**src/rtl/serial_adder_pkg.sv**
```systemverilog
// Shared types and defaults for the bit-serial adder.
package serial_adder_pkg;

  localparam int unsigned DEFAULT_WIDTH = 8;

  typedef enum logic [1:0] {
    IDLE = 2'd0,
    RUN  = 2'd1,
    DONE = 2'd2
  } state_t;

endpackage

```
**src/rtl/serial_adder_fa_cell.sv**
```systemverilog
// Combinational full-adder cell: two half-adder stages whose carries are ORed.
module fa_cell (
  input  logic a,
  input  logic b,
  input  logic cin,
  output logic s,
  output logic cout
);

  logic hs1, hc1, hc2;

  always_comb begin
    hs1  = a ^ b;
    hc1  = a & b;
    s    = hs1 ^ cin;
    hc2  = hs1 & cin;
    cout = hc1 | hc2;
  end

endmodule

```
**src/rtl/serial_adder.sv**
```systemverilog
// Bit-serial adder, LSB first, one bit per cycle through a single full-adder cell.
// Define SERIAL_ADDER_SUB_EN to add the sub port (A-B via inverted B and carry-in 1).
module serial_adder
  import serial_adder_pkg::*;
#(
  parameter int unsigned WIDTH = DEFAULT_WIDTH
) (
  input  logic             clk,
  input  logic             rst_n,
  input  logic             start,
  input  logic [WIDTH-1:0] ip1,
  input  logic [WIDTH-1:0] ip2,
`ifdef SERIAL_ADDER_SUB_EN
  input  logic             sub,
`endif
  output logic             busy,
  output logic             done,
  output logic [WIDTH-1:0] sum,
  output logic             carry
);

  localparam int unsigned    CW   = $clog2(WIDTH);
  localparam logic [CW-1:0]  LAST = CW'(WIDTH - 1);

  state_t           state, state_nx;
  logic [CW-1:0]    cnt;
  logic [WIDTH-1:0] a_sr, b_sr, r_sr;
  logic             c_ff;
  logic             fa_s, fa_c;
  logic [WIDTH-1:0] b_in;
  logic             cin0;

`ifdef SERIAL_ADDER_SUB_EN
  always_comb begin
    b_in = sub ? ~ip2 : ip2;
    cin0 = sub;
  end
`else
  always_comb begin
    b_in = ip2;
    cin0 = 1'b0;
  end
`endif

  fa_cell u_fa (
    .a    (a_sr[0]),
    .b    (b_sr[0]),
    .cin  (c_ff),
    .s    (fa_s),
    .cout (fa_c)
  );

  always_ff @(posedge clk or negedge rst_n) begin
    if (!rst_n) state <= IDLE;
    else        state <= state_nx;
  end

  always_comb begin
    state_nx = state;
    busy     = 1'b0;
    done     = 1'b0;
    case (state)
      IDLE: if (start) state_nx = RUN;
      RUN: begin
        busy = 1'b1;
        if (cnt == LAST) state_nx = DONE;
      end
      DONE: begin
        done     = 1'b1;
        state_nx = IDLE;
      end
      default: state_nx = IDLE;
    endcase
  end

  always_ff @(posedge clk or negedge rst_n) begin
    if (!rst_n) begin
      cnt   <= '0;
      a_sr  <= '0;
      b_sr  <= '0;
      r_sr  <= '0;
      c_ff  <= 1'b0;
      sum   <= '0;
      carry <= 1'b0;
    end else begin
      case (state)
        IDLE: begin
          if (start) begin
            a_sr <= ip1;
            b_sr <= b_in;
            c_ff <= cin0;
            cnt  <= '0;
            r_sr <= '0;
          end
        end
        RUN: begin
          a_sr <= a_sr >> 1;
          b_sr <= b_sr >> 1;
          r_sr <= {fa_s, r_sr[WIDTH-1:1]};
          c_ff <= fa_c;
          cnt  <= cnt + 1'b1;
          // Final bit goes straight to the outputs so partial sums never appear.
          if (cnt == LAST) begin
            sum   <= {fa_s, r_sr[WIDTH-1:1]};
            carry <= fa_c;
          end
        end
        default: ;
      endcase
    end
  end

endmodule
```
**config.mk**
```make
export PLATFORM = sky130hd
export DESIGN_NAME = serial_adder
export DESIGN_NICKNAME = d
export VERILOG_FILES = /design/src/rtl/serial_adder_pkg.sv /design/src/rtl/serial_adder_fa_cell.sv /design/src/rtl/serial_adder.sv
export SDC_FILE = /design/constraint.sdc
export NUM_CORES = 1
export LEC_CHECK = 0
export ABC_AREA = 1
export BUFFER_PORTS_ARGS = -buffer_cell sky130_fd_sc_hd__clkbuf_2
export CAP_MARGIN = 20
export CORE_AREA = 2 2 65 67
export CTS_CLUSTER_SIZE = 12
export DETAILED_ROUTE_END_ITERATION = 10
export DIE_AREA = 0 0 67 69
export GPL_TIMING_DRIVEN = 0
export HOLD_SLACK_MARGIN = 0.08
export PLACE_DENSITY_LB_ADDON = 0.08
export SYNTH_ARGS = -nofsm -noshare
export SYNTH_HDL_FRONTEND = slang
export SYNTH_SLANG_ARGS = --single-unit
export TNS_END_PERCENT = 50
```
**constraint.sdc**
```tcl
create_clock -name clk -period 1.75 [get_ports clk]
set_input_delay 0.35 -clock clk [delete_from_list [all_inputs] [get_ports clk]]
set_output_delay 0.35 -clock clk [all_outputs]
set_load 0.01 [all_outputs]
```
* Word level (Yosys, flattened, before mapping)
Index checks and enable logic that the tools add are counted.
** Storage, ports and cells
- Memory bits (read-only) :: 0
- RAM bits :: 0
- Flip-flop bits (word level) :: 39
- Bits in latches :: 0
- Memories :: 0
- Logic and storage cells :: 39
- Output and inout port bits :: 11
** Operators by class
- Multiplexer cells :: 15
- Eq/ne operators :: 5
- Bitwise gates (word level) :: 5
- Add/subtract/negate cells :: 1
- $mul :: 0
- Order comparisons :: 0
- Shift-type cells :: 0
- Div/mod/pow operators :: 0
- Reduce and logical (&&, ||, !) cells :: 5
** Operators by type and width (count)
- $pmux 8 s2 :: 3
- $mux 8 :: 3
- $pmux 3 s2 :: 1
- $reduce_and 2->1 :: 3
- $mux 2 :: 2
- $ne 2x2->1 const B :: 2
- $pmux 2 s2 :: 1
- $add 3x1->3 const B :: 1
- $eq 3x3->1 const B :: 1
- $mux 1 :: 3
- $mux 3 :: 1
- $and 1x1->1 :: 2
- $eq 2x1->1 const B :: 1
- $eq 2x2->1 const B :: 1
- $logic_not 2->1 :: 1
- $pmux 1 s2 :: 1
- $reduce_bool 2->1 :: 1
- $xor 1x1->1 :: 2
- $or 1x1->1 :: 1

* Longest topological paths before layout
- Depth after elaboration :: 4
- Mapped depth :: 7
- Depth with buffers taken out :: 6

* Hierarchy
A second synthesis with hierarchy kept.
** Second synthesis, totals
- Cell total of the unflattened synthesis :: 212
- Area, all modules :: 1819.2 µm²
** By module, submodules not included
- serial_adder :: cells an instance 211, area an instance 1799.2 µm², times used 1
- fa_cell :: cells an instance 1, area an instance 20.0 µm², times used 1

* Least setup slack after synthesis
Ideal clock, no wire load.
- Path type :: reg-to-output
- Start point :: register state[0]
- End point :: output done
- Cell stages (with the launch flop) :: 4
- Arrival time :: 0.882 ns
- Path slack :: 0.518 ns
- Path buffers :: 2
- Required time :: 1.400 ns
- Cell sequence :: dfrtp_1 -> buf_4 -> clkbuf_1 -> nor2_1
** On the way
- Word-level cells in the longest chain between the ends :: 2
** Ends and longest elaborated chain
- start, declared :: line serial_adder.sv:25 : state_t state, state_nx;
- start signal, assigned :: line serial_adder.sv:55 : else state <= state_nx;
- $eq 2x2->1 :: line serial_adder.sv:62 : case (state)
- $mux 1 :: line serial_adder.sv:62
- end, declared :: line serial_adder.sv:17 : output logic done,
No other way between the ends.

* Worst setup path in the final report
- Start point :: register state[1]
- End point :: output done
Same word-level chain as after synthesis.

==> flow_summary.ini <==
[pwr]
comb_power_share_pct = 43.1
p_clk_share_pct = 16.3
internal-power_mw = 2.23
p_sw_share_pct = 38.2
p_leak_nw = 1.20
p_sw_mw = 1.38
peakVddDrop_mv = 0.695
seq_power_share_pct = 40.7
powerDensity_mw_per_mm2 = 1710

[clock_tree]
clk_latency_ns = 0.29
htree_levels = 2
cts_made_buffers = 5
path_clk_slew_ns = 0.07
holdBufCountCts = 0
cts_root_buf = clkbuf_8
clock-sinks = 38
clockBufferDepth = 2
tritoncts = built

[timing]
hold_viol = 0
clock.fmax_mhz = 608
slew_headroom_pct = 37.0
grt_setup_unrepaired = false
fin_hold_ws_ns = 0.197
fin_crit_sh_pct = 94.0
tightest_slew_ns = 0.946
slew_violations = 0
setup_tns_ns = 0
fin_crit_ns = 1.64
setup_viol = 0
fin_worst_skew_ns = 0.00187

[detailed_routing]
route.vias.total = 1384
ant_nets = 0
drt_wl_total_um = 3350
vias_per_cell = 4.60
drt_iter0_markers = 58
dr.pass1.iters = 4
post-route-drc-count = 0
post_drt_wl_per_cell_um = 11.1

[floorplan]
die_x_um = 67
start_util_pct = 45.9
ios = 30
dieArea_mm2 = 0.00462
num_rows = 23
die-height_um = 69
core-area_mm2 = 0.00391

[run_status]
status = finished clean

[grt]
grt_pass1_vias = 1328
grt_util_all_layers_pct = 17.0
grt_max_degree = 39
antenna_found_initial = 0
grt_overflow = 0
grt_pass1_wl_um = 6030

[synthesis]
synth.avg_cell_area_um2 = 8.43
synth_cell_types = 20
synth-seq-cells = 38
ys_seq_area_share_pct = 53.0
synthesis.nets = 235
synth_area_mm2 = 0.00180
synthCells = 213
yosys_warnings = 0

[critical_path]
r2r_cells = 6
crit_chain = inv_2 > buf_2 > nor2_1 > clkbuf_2
crit_arrival_ns = 1.29
worst_r2r_endpoint = sum[6]$_DFFE_PN0P_
reg2reg_from = cnt[0]$_DFFE_PN0P_
regToRegSetupSlack_ns = 0.42
critical_path_buf_inv_count = 3
cp_slowest_cell = dfrtp_1
crit_fanout = 10
crit_family = buffers and inverters
cp-end-kind = primary output
cp.required_ns = 1.40
critical-path-max-stage-delay_ns = 0.43
setup.worst_path.class = register to primary output
cp-startpoint = state[1]$_DFFE_PN0P_
critPathLaunchType = register

[final_layout]
drive_above_1_share_pct = 24.7
stdcell_count = 301
area_growth_syn_to_layout_pct = 17.8
finalNetCount = 274
diodes = 0

[placement]
numPortBuffers = 29
dpl.cell_count = 292
place.gp.congestion = 0.737
dp_hpwl_um = 2300

[run]
drv_cap = 0

[hold_path]
hold_class = input pin to asynchronous set/reset pin
==> cells by family after synthesis <==
logic type      share of synthesized area [%]
compound gates                           6.20
buf+inv                                  11.4
fa+ha+maj                                2.51
flops                                    53.0
simple gates                             26.9
==> per-layer routing <==
layer / GRT usage, % / wire length (um)
met5: 0 / 0
met4: 5.44 / 52
met3: 5.38 / 124
met2: 26.2 / 1510
met1: 22.7 / 1660
==> worst register-to-register path: stages, from the launching register on <==
cell     delay [ns]
dfrtp_1        0.40
ha_1           0.21
ha_1           0.22
nand2_4        0.13
buf_6          0.17
nand2_1        0.08
o21ai_2        0.05
==> cell type report <==
| cell class | instances | area, um^2 |
|---|---|---|
| plain buffers | 9 | 75.1 |
| multi-input cells | 130 | 639 |
| flip-flops and latches | 38 | 951 |
| clock buffers | 6 | 82.6 |
| inverters | 36 | 138 |
| repair buffers | 32 | 168 |
| fillers | 393 | 1800 |
| well taps | 50 | 62.6 |
==> repair_timing <==
action / in CTS / in global routing
setup buffers: 0 / 3
setup endpoints to repair: 2 / 2
gates resized for setup: 2 / 2
pin swaps: 0 / 1
==> cell usage in the layout, fill, tap and decap left out, drive strengths merged <==
| master | n |
|---|---|
| a21oi | 2 |
| buf | 12 |
| clkbuf | 35 |
| dfrtp | 38 |
| fa | 1 |
| ha | 2 |
| inv | 36 |
| nand2 | 75 |
| nand3 | 30 |
| nor2 | 5 |
| o21ai | 15 |
==> Yosys cell counts (all sizes together) <==
cell type   n  area share [%]
nand2      75              17
dfrtp      38              53
inv        36             7.7
nand3      30             8.4
o21ai      15             5.6
buf         8             3.6
nor2        5             1.5
a21oi       2            0.56
ha          2             1.4
clkbuf      1            0.21
fa          1             1.1
==> state kept, by name, summed over array words and instances (netlist names) <==
signal / flops
a_sr: 8
b_sr: 8
sum: 8
r_sr: 7
cnt: 3
state: 2
c_ff: 1
carry: 1
==> through the flow <==
stage          util [%]  power, mW  cell area (um^2)  setup slack, ns
2_1_floorplan         -       2.60              1800            0.518
3_3_place_gp       51.2       2.98              2000            0.255
3_5_place_dp       51.2       3.00              2000            0.249
4_1_cts            53.4       3.61              2090        0.0000550
5_1_grt            54.1       3.97              2120           0.0127
6_report           54.1       3.61              2120            0.106
==> how the worst max path moves through the flow <==
stage,to,slack (ns),cells past startpoint
after floorplan,done,0.52,3
after global placement,done,0.26,4
after detailed placement,busy,0.25,5
after CTS,busy,0.00005,5
after global routing,done,0.01,4
final,done,0.11,4
==> power by group through the flow <==
stage / registers [mW] / clock network [mW] / logic (mW)
after floorplan: 1.49 / 0 / 1.11
after global placement: 1.48 / 0 / 1.51
after detailed placement: 1.48 / 0 / 1.52
after CTS: 1.47 / 0.605 / 1.53
after global routing: 1.51 / 0.642 / 1.82
final: 1.47 / 0.587 / 1.55
No activity file was read; power rests on OpenSTA's default activity.
